### src/rtl/cim_pkg.sv
// rtl/cim_pkg.sv - widths, latency and arithmetic mode for cim_mac_tree_acc; CIM_SIGNED_EN selects signed weights
package cim_pkg;

  // Ceiling log2, usable in constant expressions
  function automatic int clog2(input int value);
    int r = 0;
    for (int v = value - 1; v > 0; v = v >> 1) r++;
    return r;
  endfunction

  // Product width of one activation times one weight
  function automatic int prod_w(input int in_w, input int w_w);
    return in_w + w_w;
  endfunction

  // Width of a partial sum after the given number of tree levels
  function automatic int sum_w(input int in_w, input int w_w, input int level);
    return in_w + w_w + level;
  endfunction

  // Result width: tree output plus headroom for MAX_TILES accumulations
  function automatic int out_w(input int in_w, input int w_w, input int n_ch, input int max_tiles);
    return in_w + w_w + clog2(n_ch) + clog2(max_tiles);
  endfunction

  // in_valid&in_last edge to out_valid edge
  function automatic int lat(input int n_ch);
    return clog2(n_ch) + 2;
  endfunction

  localparam int PROD_W_DEF = prod_w(4, 4);
  localparam int OUT_W_DEF  = out_w(4, 4, 32, 16);
  localparam int LAT_DEF    = lat(32);

`ifdef CIM_SIGNED_EN
  localparam bit SIGNED_EN = 1'b1;
`else
  localparam bit SIGNED_EN = 1'b0;
`endif

endpackage

### src/rtl/cim_tree_level.sv
// rtl/cim_tree_level.sv - one registered pairwise-add level of the reduction tree with valid/last/first/ovf tags
module cim_tree_level
  import cim_pkg::*;
#(
  parameter int N_IN = 2,
  parameter int W    = 8,
  parameter bit SGN  = SIGNED_EN
) (
  input  logic                        clk,
  input  logic                        rst,
  input  logic                        clr,
  input  logic                        in_valid,
  input  logic                        in_last,
  input  logic                        in_first,
  input  logic                        in_ovf,
  input  logic [N_IN*W-1:0]           in_data,
  output logic                        out_valid,
  output logic                        out_last,
  output logic                        out_first,
  output logic                        out_ovf,
  output logic [(N_IN/2)*(W+1)-1:0]   out_data
);

  localparam int N_OUT = N_IN / 2;

  logic [N_OUT*(W+1)-1:0] sums;

  // Each pair is widened by one bit (sign or zero) so no sum is truncated
  for (genvar j = 0; j < N_OUT; j++) begin : g_pair
    logic [W-1:0] a;
    logic [W-1:0] b;
    assign a = in_data[(2*j)*W +: W];
    assign b = in_data[(2*j+1)*W +: W];
    assign sums[j*(W+1) +: W+1] = {SGN & a[W-1], a} + {SGN & b[W-1], b};
  end

  // Register the level; a clear drops the in-flight vector but leaves data alone
  always_ff @(posedge clk or posedge rst) begin
    if (rst) begin
      out_valid <= 1'b0;
      out_last  <= 1'b0;
      out_first <= 1'b0;
      out_ovf   <= 1'b0;
      out_data  <= '0;
    end else begin
      out_valid <= in_valid & ~clr;
      out_last  <= in_last;
      out_first <= in_first;
      out_ovf   <= in_ovf;
      out_data  <= sums;
    end
  end

endmodule

### src/rtl/cim_mac_tree_acc.sv
// rtl/cim_mac_tree_acc.sv - pipelined CIM MAC: weight RAM, product stage, adder tree, tile accumulator; CIM_SIGNED_EN via cim_pkg
module cim_mac_tree_acc
  import cim_pkg::*;
#(
  parameter int N_CH      = 32,
  parameter int IN_W      = 4,
  parameter int W_W       = 4,
  parameter int MAX_TILES = 16,
  parameter int OUT_W     = out_w(IN_W, W_W, N_CH, MAX_TILES)
) (
  input  logic                       clk,
  input  logic                       rst,
  input  logic                       in_valid,
  input  logic                       in_last,
  input  logic [N_CH*IN_W-1:0]       in_data,
  input  logic                       acc_clr,
  input  logic                       w_we,
  input  logic [clog2(N_CH)-1:0]     w_addr,
  input  logic [W_W-1:0]             w_data,
  output logic                       out_valid,
  output logic [OUT_W-1:0]           out_data,
  output logic [clog2(MAX_TILES):0]  out_tiles,
  output logic                       out_ovf
);

  localparam int LVLS = clog2(N_CH);
  localparam int PW   = prod_w(IN_W, W_W);
  localparam int SW   = sum_w(IN_W, W_W, LVLS);
  localparam int CW   = clog2(MAX_TILES) + 1;

  logic [W_W-1:0]     weights [N_CH];
  logic [CW-1:0]      in_cnt;
  logic               accept;
  logic               at_limit;
  logic [N_CH*PW-1:0] prod;
  logic [N_CH*PW-1:0] m_data;
  logic               m_valid, m_last, m_first, m_ovf;

  assign accept   = in_valid & ~acc_clr;
  assign at_limit = (in_cnt == CW'(MAX_TILES - 1));

  // Weight RAM; a vector in the same cycle still sees the old value
  always_ff @(posedge clk or posedge rst) begin
    if (rst) begin
      for (int k = 0; k < N_CH; k++) weights[k] <= '0;
    end else if (w_we) begin
      weights[w_addr] <= w_data;
    end
  end

  // Input-side tile count decides first/closing tags before the vector enters the pipe
  always_ff @(posedge clk or posedge rst) begin
    if (rst) begin
      in_cnt <= '0;
    end else if (acc_clr) begin
      in_cnt <= '0;
    end else if (in_valid) begin
      in_cnt <= (in_last | at_limit) ? '0 : in_cnt + CW'(1);
    end
  end

  // Products at PW bits: weight sign-extended in signed mode, low bits of the product are exact
  for (genvar k = 0; k < N_CH; k++) begin : g_mul
    logic [PW-1:0] a_ext;
    logic [PW-1:0] w_ext;
    assign a_ext = PW'(in_data[k*IN_W +: IN_W]);
    assign w_ext = {{IN_W{SIGNED_EN & weights[k][W_W-1]}}, weights[k]};
    assign prod[k*PW +: PW] = a_ext * w_ext;
  end

  // Stage M: register products and tags
  always_ff @(posedge clk or posedge rst) begin
    if (rst) begin
      m_valid <= 1'b0;
      m_last  <= 1'b0;
      m_first <= 1'b0;
      m_ovf   <= 1'b0;
      m_data  <= '0;
    end else begin
      m_valid <= accept;
      m_last  <= in_last | at_limit;
      m_first <= (in_cnt == '0);
      m_ovf   <= at_limit & ~in_last;
      m_data  <= prod;
    end
  end

  for (genvar i = 0; i < LVLS; i++) begin : g_lvl
    localparam int NI = N_CH >> i;
    localparam int WI = PW + i;
    logic [NI*WI-1:0]         d_in;
    logic                     v_in, l_in, f_in, o_in;
    logic [(NI/2)*(WI+1)-1:0] d_out;
    logic                     v_out, l_out, f_out, o_out;
    if (i == 0) begin : g_src
      assign d_in = m_data;
      assign v_in = m_valid;
      assign l_in = m_last;
      assign f_in = m_first;
      assign o_in = m_ovf;
    end else begin : g_src
      assign d_in = g_lvl[i-1].d_out;
      assign v_in = g_lvl[i-1].v_out;
      assign l_in = g_lvl[i-1].l_out;
      assign f_in = g_lvl[i-1].f_out;
      assign o_in = g_lvl[i-1].o_out;
    end
    cim_tree_level #(.N_IN(NI), .W(WI), .SGN(SIGNED_EN)) u_level (
      .clk(clk), .rst(rst), .clr(acc_clr),
      .in_valid(v_in), .in_last(l_in), .in_first(f_in), .in_ovf(o_in), .in_data(d_in),
      .out_valid(v_out), .out_last(l_out), .out_first(f_out), .out_ovf(o_out), .out_data(d_out)
    );
  end

  logic [SW-1:0]    t_sum;
  logic             t_valid, t_last, t_first, t_ovf;
  logic [OUT_W-1:0] sum_ext, acc, acc_next;
  logic [CW-1:0]    acc_cnt, cnt_next;
  logic             a_close, a_ovf;

  assign t_sum    = g_lvl[LVLS-1].d_out;
  assign t_valid  = g_lvl[LVLS-1].v_out;
  assign t_last   = g_lvl[LVLS-1].l_out;
  assign t_first  = g_lvl[LVLS-1].f_out;
  assign t_ovf    = g_lvl[LVLS-1].o_out;
  assign sum_ext  = {{(OUT_W-SW){SIGNED_EN & t_sum[SW-1]}}, t_sum};
  assign acc_next = t_first ? sum_ext : acc + sum_ext;
  assign cnt_next = t_first ? CW'(1) : acc_cnt + CW'(1);

  // Stage A: load on first-tagged sums, add otherwise; remember whether this sum closes
  always_ff @(posedge clk or posedge rst) begin
    if (rst) begin
      acc     <= '0;
      acc_cnt <= '0;
      a_close <= 1'b0;
      a_ovf   <= 1'b0;
    end else if (acc_clr) begin
      acc     <= '0;
      acc_cnt <= '0;
      a_close <= 1'b0;
      a_ovf   <= 1'b0;
    end else begin
      a_close <= t_valid & t_last;
      a_ovf   <= t_valid & t_ovf;
      if (t_valid) begin
        acc     <= acc_next;
        acc_cnt <= cnt_next;
      end
    end
  end

  // Output register: pulse on closure, hold data otherwise; a clear kills the pending pulse
  always_ff @(posedge clk or posedge rst) begin
    if (rst) begin
      out_valid <= 1'b0;
      out_data  <= '0;
      out_tiles <= '0;
      out_ovf   <= 1'b0;
    end else begin
      out_valid <= a_close & ~acc_clr;
      if (a_close & ~acc_clr) begin
        out_data  <= acc;
        out_tiles <= acc_cnt;
        out_ovf   <= a_ovf;
      end
    end
  end

endmodule

### config.mk
export PLATFORM = sky130hd
export DESIGN_NAME = cim_mac_tree_acc
export DESIGN_NICKNAME = d
export VERILOG_FILES = /design/src/rtl/cim_pkg.sv /design/src/rtl/cim_tree_level.sv /design/src/rtl/cim_mac_tree_acc.sv
export SDC_FILE = /design/constraint.sdc
export NUM_CORES = 2
export LEC_CHECK = 0
export BUFFER_PORTS_ARGS = -buffer_cell sky130_fd_sc_hd__buf_2
export CORE_ASPECT_RATIO = 0.5
export CORE_MARGIN = 4
export CORE_UTILIZATION = 58
export DETAILED_ROUTE_END_ITERATION = 16
export PLACE_DENSITY = 0.84
export SLEW_MARGIN = 5
export SYNTH_ARGS = -nofsm -noshare
export SYNTH_HDL_FRONTEND = slang
export SYNTH_SLANG_ARGS = --single-unit
### constraint.sdc
create_clock -name clk -period 30.7 [get_ports clk]
set_input_delay 3.07 -clock clk [delete_from_list [all_inputs] [get_ports clk]]
set_output_delay 3.07 -clock clk [all_outputs]
set_load 0.005 [all_outputs]
==> run_results.csv <==
group,metric,value,unit
worst_setup_path,path_common_cell,"buf_4",
synth,postSynthAreaPerCell,11.2,sq um
layout,drive_gt1_share,10.7,%
pwr,p_seq_share,35.9,%
synth,synth_edf_count,0,
timing,hold_violations,0,
timing,fmax,172,MHz
pwr,peakVddDrop,44.7,uV
synth,synthTopCellsByArea,"dfrtp_1 (42%), ha_1 (18%), fa_1 (7.0%)",
synth,yosys_register_bits,766,
cts,cts.repair.resized,0,
timing,skew,0.0190,ns
grt,grt_remaining_overflow,0,
synth,ys_seq_area_share,41.7,%
layout,fin_nets,5301,
timing,fin_hold_ws,0.343,ns
pwr,p_sw,1510,uW
floorplan,dieHeight,207,um
floorplan,core,77900,sq um
synth,synth.yosys.warnings,0,
timing,worst_slew_pin_slew,1.18,ns
worst_setup_path,cpPeakStageDelay,0.92,ns
layout,fin_area,50700,sq um
drt,viasPerCell,5.52,
cts,clk_pin_slew,0.07,ns
grt,antenna_found_initial,18,
timing,slew_violations,0,
worst_setup_path,cp-end-kind,"async pin",
grt,grt_pass1_vias,31600,
synth,synth_flop_cell,"dfrtp_1",
cts,cts_root_buffer,"clkbuf_16",
timing,setup_ws,24.87,ns
layout,syn_to_final_growth,10.2,%
placement,hpwl,70300,um
floorplan,rows,72,
timing,fin_crit_sh,19.0,%
placement,postPlaceCellArea,48100,sq um
drt,route.detailed.drc,0,
layout,fillers,5447,
synth,yosysUniqueCellTypes,61,
drt,first_iter_violations,1850,
timing,setup_viol,0,
synth,async_reset_ff_share,100,%
worst_setup_path,startpoint_type,"input pin",
synth,syn-num-nets,5077,
cts,numCtsBuffers,70,
synth,syn-instance-count,4099,
grt,grt_util_all_layers,23.0,%
flow_run,cap_violations,0,
drt,dr.pass1.iters,5,
pwr,p_clk_share,22.8,%
placement,portBuffers,166,
worst_hold_path,hp-class,"flip-flop to flip-flop",
pwr,p_leak,0.0268,uW
synth,synth_area,46000,sq um
synth,yosysTopAreaCell,"dfrtp_1",
pwr,switching_share,36.2,%
cts,cts_tree,"built",
cts,cts_buffer_depth,3,
cts,insertion_delay,0.62,ns
floorplan,start_util,59.0,%
cts,cts_sinks,766,
cts,ctsHtreeMaxLevel,3,
timing,slew_headroom,20.9,%
cts,postCtsSetupBuffers,0,
drt,totalWireLength,95000,um
pwr,p_per_area,82.2,nW/um^2
drt,vias,29900,
placement,preCtsSetupSlack,24.05,ns
timing,rsz0062_at_grt,"no",
worst_setup_path,path_cells,"buf_2 > inv_8 > buf_4 > buf_12 > buf_4",
worst_setup_path,worstPathArrival,6.42,ns
synth,synth_top_area_share,41.7,%
cts,hold_buffers,0,
drt,wl_per_cell,17.5,um
floorplan,io_pins,167,
timing,final.setup.tns,0,ns
floorplan,die_width,406,um
worst_setup_path,cp_slowest_cell,"buf_4",
grt,grt_pass1_wl,157000,um
pwr,p_int,2660,uW
placement,routabilityCongestion,0.871,
worst_setup_path,crit_fanout,166,
synth,synth.top_cells.by_count,"dfrtp_1 (766), ha_1 (675), and2_1 (382)",
pwr,power_frac_comb,41.3,%
synth,yosysMostFrequentCell,"dfrtp_1",
worst_setup_path,required,31.29,ns
outcome,status,"finished clean",
timing,min_period,5.83,ns
drt,drtAntennaViolNets,0,
grt,grt_max_degree,193,
floorplan,design.die.area,84100,sq um
worst_setup_path,worst-setup-path-type,"input pin to async pin",
[cell type report]
class,instances,area [sq um],share of cell area (%)
well taps,1036,1300,2.56
repair buffers,177,938,1.85
inverters,339,1280,2.53
clock buffers,84,1950,3.84
diodes,12,30.0,0.0593
flip-flops and latches,766,19200,37.8
multi-input cells,2969,25400,50.2
clock inverters,44,562,1.11
[cell usage in the layout (no fill, tap or decap), drive strengths merged, types with 84 or more instances in the layout]
cell	netlist	final
fa	160	160
nand2	278	278
mux2	151	151
nor2	209	209
buf	4	177
dfrtp	766	766
xnor2	279	279
a21o	108	108
ha	675	675
and2	382	382
o21ai	120	120
a21oi	198	198
inv	339	346
clkbuf	21	84
[final timing paths]
kind	start	to	slack (ns)	cells after the start
worst max register to register	g_mul[27].w_ext[3]$_DFFE_PP0P_	g_lvl[0].d_in[223]$_DFF_PP0_	27.77	10
max in group clk	in_data[116]	g_lvl[0].d_in[239]$_DFF_PP0_	25.64	11
worst min register to register	g_lvl[1].u_level.out_last$_DFF_PP0_	g_lvl[2].u_level.out_last$_DFF_PP0_	0.34	0
worst min-delay path	g_lvl[1].u_level.out_last$_DFF_PP0_	g_lvl[2].u_level.out_last$_DFF_PP0_	0.34	0
min in group asynchronous	rst	g_lvl[1].u_level.out_ovf$_DFF_PP0_	2.61	2
worst max-delay path	rst	g_mul[12].w_ext[3]$_DFFE_PP0P_	24.87	5
[per-stage QoR]
| stage | cells | total power (uW) | utilization, % |
|---|---|---|---|
| after floorplan | 4099 | 2780 | - |
| after global placement | 5287 | 3090 | 61.8 |
| after detailed placement | 5287 | 3190 | 61.8 |
| after CTS | 5415 | 4180 | 65.0 |
| after global routing | 5425 | 4470 | 65.0 |
| final | 5427 | 4170 | 65.0 |
[per-layer routing]
metal  global-route usage [%]  vias to the layer above  wire, um
met2                     39.7                      555     47000
met1                     29.9                    14900     41300
met4                     7.51                       10      2620
met3                     3.47                      196      4080
met5                        0                        -        51
li1                         -                    14300         -
[power groups by stage]
stage	clock, uW	combinational, uW	sequential (uW)
finish	950	1720	1500
global route	1010	1940	1520
CTS	967	1720	1490
detailed placement	0	1680	1510
global placement	0	1590	1500
floorplan	0	1340	1440
[cells by family (layout without fill, tap and decap cells)]
family,Yosys count,in the layout,synth area share (%)
buffers and inverters,364,644,2.97
muxes,157,157,3.83
other,0,12,0
adders and majority gates,835,835,25.3
and+or+nand+nor,1067,1067,11.8
AOI/OAI and AO/OA,575,575,7.97
DFF,766,766,41.7
xor gates and xnor gates,335,335,6.38
[flip-flops by register name, indices dropped and copies added, names as in the netlist]
name                     flops
g_lvl.o_in                   1
g_lvl.f_in                   1
in_cnt                       5
g_lvl.u_level.out_data     305
g_lvl.l_in                   1
g_lvl.v_in                   1
g_lvl.d_in                 256
out_valid                    1
a_ovf                        1
g_lvl.u_level.out_first      5
a_close                      1
acc_cnt                      5
g_lvl.u_level.out_valid      5
g_lvl.u_level.out_ovf        5
out_ovf                      1
g_mul.w_ext                128
acc                         17
g_lvl.u_level.out_last       5
out_tiles                    5
out_data                    17
[critical path, delay by kind of cell]
kind / cells / cell delay (ns)
buf+inv: 5 / 3.12
Note: power is estimated with default switching activity, not from simulation.
